<file path="config.mk">
export PLATFORM = sky130hd
export DESIGN_NAME = nibble_fifo_stage
export DESIGN_NICKNAME = d
export VERILOG_FILES = /design/src/rtl/nibble_fifo_stage_pkg.sv /design/src/rtl/nibble_fifo_stage_edge_detect_rise.sv /design/src/rtl/nibble_fifo_stage.sv
export SDC_FILE = /design/constraint.sdc
export NUM_CORES = 1
export LEC_CHECK = 0
export ABC_AREA = 1
export BUFFER_PORTS_ARGS = -buffer_cell sky130_fd_sc_hd__buf_2
export CORE_ASPECT_RATIO = 1.1
export CORE_UTILIZATION = 59
export CTS_BUF_LIST = sky130_fd_sc_hd__clkbuf_8
export CTS_CLUSTER_SIZE = 14
export DETAILED_ROUTE_END_ITERATION = 16
export PLACE_DENSITY = 0.91
export SLEW_MARGIN = 15
export SYNTH_ARGS = -nofsm -noshare
export SYNTH_HDL_FRONTEND = slang
export SYNTH_SLANG_ARGS = --single-unit
</file>
<file path="constraint.sdc">
create_clock -name io_in -period 2.1 [get_ports io_in]
set_input_delay 0.105 -clock io_in [delete_from_list [all_inputs] [get_ports io_in]]
set_output_delay 0.105 -clock io_in [all_outputs]
set_load 0.05 [all_outputs]
</file>
<file path="src/rtl/nibble_fifo_stage_pkg.sv">
// Shared constants for the nibble FIFO stage: size defaults, io bit map,
// and the pointer-width helper.
package nibble_fifo_stage_pkg;

  localparam int unsigned DEFAULT_DEPTH = 4;
  localparam int unsigned DEFAULT_WIDTH = 4;

  // io_in bit map
  localparam int unsigned IO_CLK     = 0;
  localparam int unsigned IO_RST     = 1;
  localparam int unsigned IO_PUSH    = 2;
  localparam int unsigned IO_POP     = 3;
  localparam int unsigned IO_DATA_LO = 4;

  // io_out bit map (data occupies [WIDTH-1:0])
  localparam int unsigned OUT_EMPTY = 4;
  localparam int unsigned OUT_FULL  = 5;
  localparam int unsigned OUT_OVF   = 6;
  localparam int unsigned OUT_UDF   = 7;

  // Pointer width for a power-of-two depth; never below one bit.
  function automatic int unsigned ptr_width(input int unsigned depth);
    return (depth <= 2) ? 1 : $clog2(depth);
  endfunction

endpackage

</file>
<file path="src/rtl/nibble_fifo_stage_edge_detect_rise.sv">
// Rising-edge detector: one flop holding the previous level, event is
// high for the single cycle in which the level is high and was low.
module edge_detect_rise (
  input  logic clk,
  input  logic level,
  output logic ev
);

  logic level_q;

  // Previous-level register. It follows the level even through reset so a
  // level already high when reset releases does not look like a fresh rise.
  always_ff @(posedge clk) begin
    level_q <= level;
  end

  // Event decode from current level and registered history.
  always_comb begin
    ev = level & ~level_q;
  end

endmodule

</file>
<file path="src/rtl/nibble_fifo_stage.sv">
// Nibble FIFO stage: edge-triggered push/pop of 4-bit entries with
// empty/full status and sticky overflow/underflow flags, all packed on
// an 8-bit io bus (clock and reset arrive on io_in as well).
module nibble_fifo_stage
  import nibble_fifo_stage_pkg::*;
#(
  parameter int unsigned DEPTH = DEFAULT_DEPTH,
  parameter int unsigned WIDTH = DEFAULT_WIDTH
) (
  input  logic [7:0] io_in,
  output logic [7:0] io_out
);

  localparam int unsigned PW = ptr_width(DEPTH);
  localparam logic [PW:0] FULL_COUNT = (PW+1)'(DEPTH);

  logic             clk;
  logic             rst;
  logic [WIDTH-1:0] wr_data;
  logic             push_ev;
  logic             pop_ev;

  logic [WIDTH-1:0] mem [DEPTH];
  logic [PW-1:0]    wr_ptr;
  logic [PW-1:0]    rd_ptr;
  logic [PW:0]      count;
  logic [PW:0]      count_nxt;
  logic             overflow;
  logic             underflow;

  logic             do_push;
  logic             do_pop;
  logic             is_empty;
  logic             is_full;
  logic [WIDTH-1:0] head;

  assign clk     = io_in[IO_CLK];
  assign rst     = io_in[IO_RST];
  assign wr_data = io_in[IO_DATA_LO +: WIDTH];

  edge_detect_rise u_push_edge (
    .clk   (clk),
    .level (io_in[IO_PUSH]),
    .ev    (push_ev)
  );

  edge_detect_rise u_pop_edge (
    .clk   (clk),
    .level (io_in[IO_POP]),
    .ev    (pop_ev)
  );

  // Accept/drop decisions and next count. A push at full is accepted only
  // when a pop frees the head slot in the same cycle; a pop at empty is dropped.
  always_comb begin
    is_empty  = (count == '0);
    is_full   = (count == FULL_COUNT);
    do_push   = push_ev & (~is_full | pop_ev);
    do_pop    = pop_ev & ~is_empty;
    count_nxt = count;
    case ({do_push, do_pop})
      2'b10:   count_nxt = count + (PW+1)'(1);
      2'b01:   count_nxt = count - (PW+1)'(1);
      default: count_nxt = count;
    endcase
  end

  // Pointers, occupancy and sticky error flags; reset discards the queue.
  always_ff @(posedge clk) begin
    if (rst) begin
      wr_ptr    <= '0;
      rd_ptr    <= '0;
      count     <= '0;
      overflow  <= 1'b0;
      underflow <= 1'b0;
    end else begin
      if (do_push) wr_ptr <= wr_ptr + PW'(1);
      if (do_pop)  rd_ptr <= rd_ptr + PW'(1);
      count <= count_nxt;
      if (push_ev & ~pop_ev & is_full) overflow  <= 1'b1;
      if (pop_ev & is_empty)           underflow <= 1'b1;
    end
  end

  // Entry storage; contents are meaningless until written, so no reset.
  always_ff @(posedge clk) begin
    if (!rst && do_push) mem[wr_ptr] <= wr_data;
  end

  // Output bus decoded from registers only.
  always_comb begin
    head              = is_empty ? '0 : mem[rd_ptr];
    io_out            = '0;
    io_out[WIDTH-1:0] = head;
    io_out[OUT_EMPTY] = is_empty;
    io_out[OUT_FULL]  = is_full;
    io_out[OUT_OVF]   = overflow;
    io_out[OUT_UDF]   = underflow;
  end

endmodule
</file>
==> results of run 1 <==
-- synthesized netlist by cell type (all sizes together) --
master / n
nor2: 27
inv: 24
edfxtp: 16
nand2: 15
a21oi: 13
dfxtp: 13
o21ai: 10
nand3: 8
buf: 5
ha: 5
fa: 1
nor3: 1
-- logic make-up after synthesis --
group / synth area share, %
buffers and inverters: 9.62
adders and majority gates: 6.23
DFF: 55.8
AOI/OAI and AO/OA: 9.25
and+or+nand+nor: 19.1
-- stage by stage --
stage	cell area, µm²	util [%]	hold slack (ps)	TNS [ps]
3_5_place_dp	1400	67.9	27.7	-92.1
3_3_place_gp	1400	67.9	27.7	-89.6
2_1_floorplan	1360	-	27.7	-89.5
==> metrics.yaml, run 1 <==
dpl_worst_slack_ps: -81.7
ys_seq_elements: 29
synth_cells: 138
hpwlAfterDp_um: 1640
stop_stage: "clock tree synthesis (4_1_cts)"
syn_area_per_cell_um2: 9.61
ys_warn_count: 0
netlist.area_leader.share_pct: 36.2
dp.cells: 169
seq_area_frac_synth_pct: 55.8
synth_nets: 152
status: "did not finish"
die_h_um: 51.7
netlist_area_um2: 1330
portBuffers: 8
ys_top_cells_by_area: "edfxtp_1 36%, dfxtp_1 20%, nor2_1 7.1%, inv_1 5.9%, ha_1 4.7%"
io_pins: 16
synthDistinctLibCells: 22
first-error: "[ERROR DPL-0038] Utilization greater than 100%, impossible to legalize"
gp_congestion: 0.715
num_rows: 17
die_w_um: 47.2
start_util_pct: 64.3
yosysTopAreaCell: "edfxtp_1"
==> inputs of run 2 (changes only) <==
Settings changed: CORE_AREA set to 2 2 63 65, CORE_ASPECT_RATIO 1.1 to unset, CORE_UTILIZATION 59 to unset, CTS_BUF_LIST sky130_fd_sc_hd__clkbuf_8 to unset, CTS_CLUSTER_SIZE 14 to unset, DIE_AREA set to 0 0 65 67, PLACE_DENSITY 0.91 to unset, PLACE_DENSITY_LB_ADDON set to 0.15.
==> metrics.yaml, run 2 <==
grt-ovfl-total: 0
synth_nets: 152
crit_chain: "clkbuf_16, nand2_8, buf_8, nand3_4, buf_8, nand2_4, ha_4, buf_8, buf_8, inv_4, fa_2, nand2_2, nand3_4, buf_8, nand2_4, nand2_2, nor2_2"
gp_congestion: 0.718
wirelength_um: 4400
ys_seq_elements: 29
num_vias: 1410
top_regs: "mem: 16 flops, count: 3 flops"
die_h_um: 67
r2r-end: "count[2]"
met1_usage_pct: 16.5
drt-initial-drc-count: 170
drtPass1Iterations: 6
grt_max_degree: 10
synth_cells: 138
p_leak_nw: 1.16
p_per_area_nw_per_um2: 2470
syn2layout_area_growth_pct: 91.8
largest_register: "mem"
critPathArrivalTime_ps: 2800
num_rows: 22
yosysMostFrequentCell: "nor2_1"
setup_viol: 4
grt_pass1_vias: 2124
crit_type: "clock port to flop"
hold_start: "io_in[2]"
grtUsageMet3_pct: 42.4
hold_slack_ps: -62.3
cap_viol_max_count: 0
clk_latency_ps: 290
cpMostUsedCell: "buf_8"
violations: "hold timing, setup timing"
seq_area_frac_synth_pct: 55.8
layout_common_cells: "50 x clkbuf_8, 23 x inv_1, 19 x nor2_1"
worst_pin_slew_ps: 397
clk_pin_slew_ps: 60
holdCritPathClass: "clock port to flop"
end_kind: "flop"
drive_above_1_share_pct: 52.4
hpwlAfterDp_um: 1640
maxSlewHeadroom_pct: 73.5
netlist.area_leader.share_pct: 36.2
largest_reg_flops: 16
synthArstFlopShare_pct: 0
startpoint_type: "clock port"
critical_path.max_stage_delay_ps: 370
ys_top_cells_by_area: "edfxtp_1 36%, dfxtp_1 20%, nor2_1 7.1%, inv_1 5.9%, ha_1 4.7%"
finalMaxSlewViolations: 0
reg2reg_depth: 15
busiest_layer: "met4"
whs_endpoint: "u_push_edge.level_q"
wire_per_inst_um: 15.9
r2r_slack_ps: -20
nets: 236
grt_pass1_wl_um: 8420
p_seq_share_pct: 12.9
finalPower_mw: 6.27
yosysTopAreaCell: "edfxtp_1"
drtAntennaViolNets: 0
netlist_area_um2: 1330
layout_commonest_cell: "clkbuf_8"
yosys_most_used_dff: "edfxtp_1"
status: "finished, violations left"
core_area_um2: 3610
power.internal_mw: 4.21
antenna_found_initial: 0
synth_common_cells: "25 x nor2_1, 21 x inv_1, 16 x edfxtp_1"
dp.cells: 189
sw_frac_of_total_pct: 32.9
antenna_cells: 0
grt_usage_pct: 30.7
hold_depth: 2
p_clk_share_pct: 87.1
design.die.area_um2: 4360
hold_viol: 1
comb_power_share_pct: 0
portBuffers: 8
synth_edf_count: 16
remaining_drc_errors: 0
peakVddDrop_v: 0.00140
ys_warn_count: 0
r2r-start: "count[1]"
worst_slack_ps: -470
cp_slowest_cell: "fa_2"
clock_skew_ps: 4.28
synthDistinctLibCells: 22
required_ps: 2330
cts_tree: "yes"
grt.met2_usage_pct: 26.7
hold_buffers: 0
rsz0062_at_grt: "yes"
syn_area_per_cell_um2: 9.61
start_util_pct: 36.8
io_pins: 16
viasPerCell: 5.09
die_w_um: 65
fill_cells: 236
p_switching_mw: 2.06
cp_max_fo: 2
instances_no_fill: 277
run 2: worst max-delay path by stage:
stage | depth (start not counted) | slack [ps] | startpoint | to
2_1_floorplan | 12 | -80 | io_in[3] | count[2]
3_3_place_gp | 12 | -80 | io_in[3] | count[2]
3_5_place_dp | 12 | -80 | io_in[3] | count[2]
4_1_cts | 18 | -610 | io_in[3] | count[2]
5_1_grt | 17 | -560 | io_in[3] | count[2]
6_report | 17 | -470 | io_in[3] | count[2]
run 2: final cells by class:
type	count	area, µm²	area share (%)
sequential	29	741	29.1
tap	48	60.1	2.36
timing repair buffer	8	40.0	1.57
inverter	17	66.3	2.61
clock inverter	23	144	5.66
multi-input combinational	80	581	22.8
clock buffer	72	912	35.9
run 2: power by group through the flow:
stage | Combinational [mW] | Clock, mW | Sequential, mW
final | 0.000000130 | 5.46 | 0.812
after global routing | 0.000000130 | 5.98 | 0.810
after CTS | 0.000000130 | 5.30 | 0.812
after detailed placement | 0.000000130 | 0.717 | 0.835
after global placement | 0.000000130 | 0.717 | 0.835
after floorplan | 0.000000113 | 0.717 | 0.835
run 2: timing repair:
item,4_1_cts,5_1_grt
endpoints found under the hold margin,0,0
pin swaps,10,8
setup endpoints to repair,26,22
gates resized for setup,20,19
setup buffers,8,2
run 2: metrics by stage:
stage,worst slack (ps),setup TNS (ps),utilization [%],area [µm²],hold slack (ps)
floorplan,-79.8,-89.5,-,1360,27.7
global placement,-80.2,-90.0,39.5,1430,27.7
detailed placement,-80.9,-91.2,39.5,1430,27.7
CTS,-607,-919,69.3,2500,-61.5
global route,-556,-850,70.5,2540,-66.6
finish,-470,-698,70.5,2540,-62.3
run 2: worst max-delay path: cells and delay by family:
| family | cells | cell delay (ps) |
|---|---|---|
| fa+ha+maj | 2 | 500 |
| buf+inv | 7 | 690 |
| simple gates | 8 | 540 |
run 2: layer usage:
| metal | share of wire (%) | vias to the layer above | wire length (µm) |
|---|---|---|---|
| met3 | 10 | 36 | 444 |
| met5 | 0 | - | 0 |
| met1 | 36 | 667 | 1590 |
| met4 | 6.7 | 0 | 295 |
| li1 | - | 615 | - |
| met2 | 47 | 92 | 2070 |
run 2: cell families (layout without fill, tap and decap cells):
logic type / count (synthesis) / in the layout / synth area share (%)
flip-flops: 29 / 29 / 55.8
AO/OA/AOI/OAI: 23 / 23 / 9.25
buffers and inverters: 29 / 120 / 9.62
AND/OR/NAND/NOR: 51 / 51 / 19.1
adder cells (fa/ha/maj): 6 / 6 / 6.23
(Power assumes the default switching activity.)
==> inputs of run 3 (changes only) <==
Settings changed: CTS_BUF_LIST set to sky130_fd_sc_hd__clkbuf_8 sky130_fd_sc_hd__clkbuf_16.
==> metrics.yaml, run 3 <==
status: "did not finish"
stop_stage: "global routing (5_1_grt)"
first-error: "[ERROR GRT-0232] Routing congestion too high. Check the congestion heatmap in the GUI."
yosysTopAreaCell: "edfxtp_1"
die_h_um: 67
hpwlAfterDp_um: 1640
worst-ep-kind: "register input"
io_pins: 16
seq_area_frac_synth_pct: 55.8
grt_max_degree: 10
crit_endpoint: "count[2]$_SDFFE_PP0P_/D"
netlist.area_leader.share_pct: 36.2
hold_buffers: 0
yosysMostFrequentCell: "nor2_1"
die_w_um: 65
synth_nets: 152
synthArstFlopShare_pct: 0
ys_warn_count: 0
synth_common_cells: "25 x nor2_1, 21 x inv_1, 16 x edfxtp_1"
portBuffers: 8
netlist_area_um2: 1330
num_rows: 22
synth_cells: 138
yosys_most_used_dff: "edfxtp_1"
grt_usage_pct: 7140
start_util_pct: 36.8
ys_seq_elements: 29
synthDistinctLibCells: 22
grt-ovfl-total: 196586
synth_edf_count: 16
ys_top_cells_by_area: "edfxtp_1 36%, dfxtp_1 20%, nor2_1 7.1%, inv_1 5.9%, ha_1 4.7%"
syn_area_per_cell_um2: 9.61
gp_congestion: 0.718
## run 3: cell counts after synthesis
Identical to the previous run, type by type.
## run 3: cell families after synthesis
kind of cell / after synthesis / share of synthesized area [%]
flops: 29 / 55.8
buf+inv: 29 / 9.62
fa+ha+maj: 6 / 6.23
compound gates: 23 / 9.25
simple gates: 51 / 19.1
## run 3: metal layers
metal  track usage [%]  overflow
met3             11100     65528
met4             34900    131058
met1              11.3         0
met2              26.9         0
met5              9.72         0
## run 3: what timing repair did
item | 4_1_cts
gates resized for setup | 20
setup buffers | 9
endpoints found under the setup margin | 26
pin swaps | 10
hold endpoints to repair | 0
cloned | 0
## run 3: stage by stage
stage	cell area [µm²]	setup slack [ps]	setup TNS [ps]	std cells	hold WS (ps)
floorplan	1360	-79.8	-89.5	138	27.7
global placement	1430	-80.2	-90.0	189	27.7
detailed placement	1430	-80.9	-91.2	189	27.7
CTS	2510	-606	-918	278	-61.7
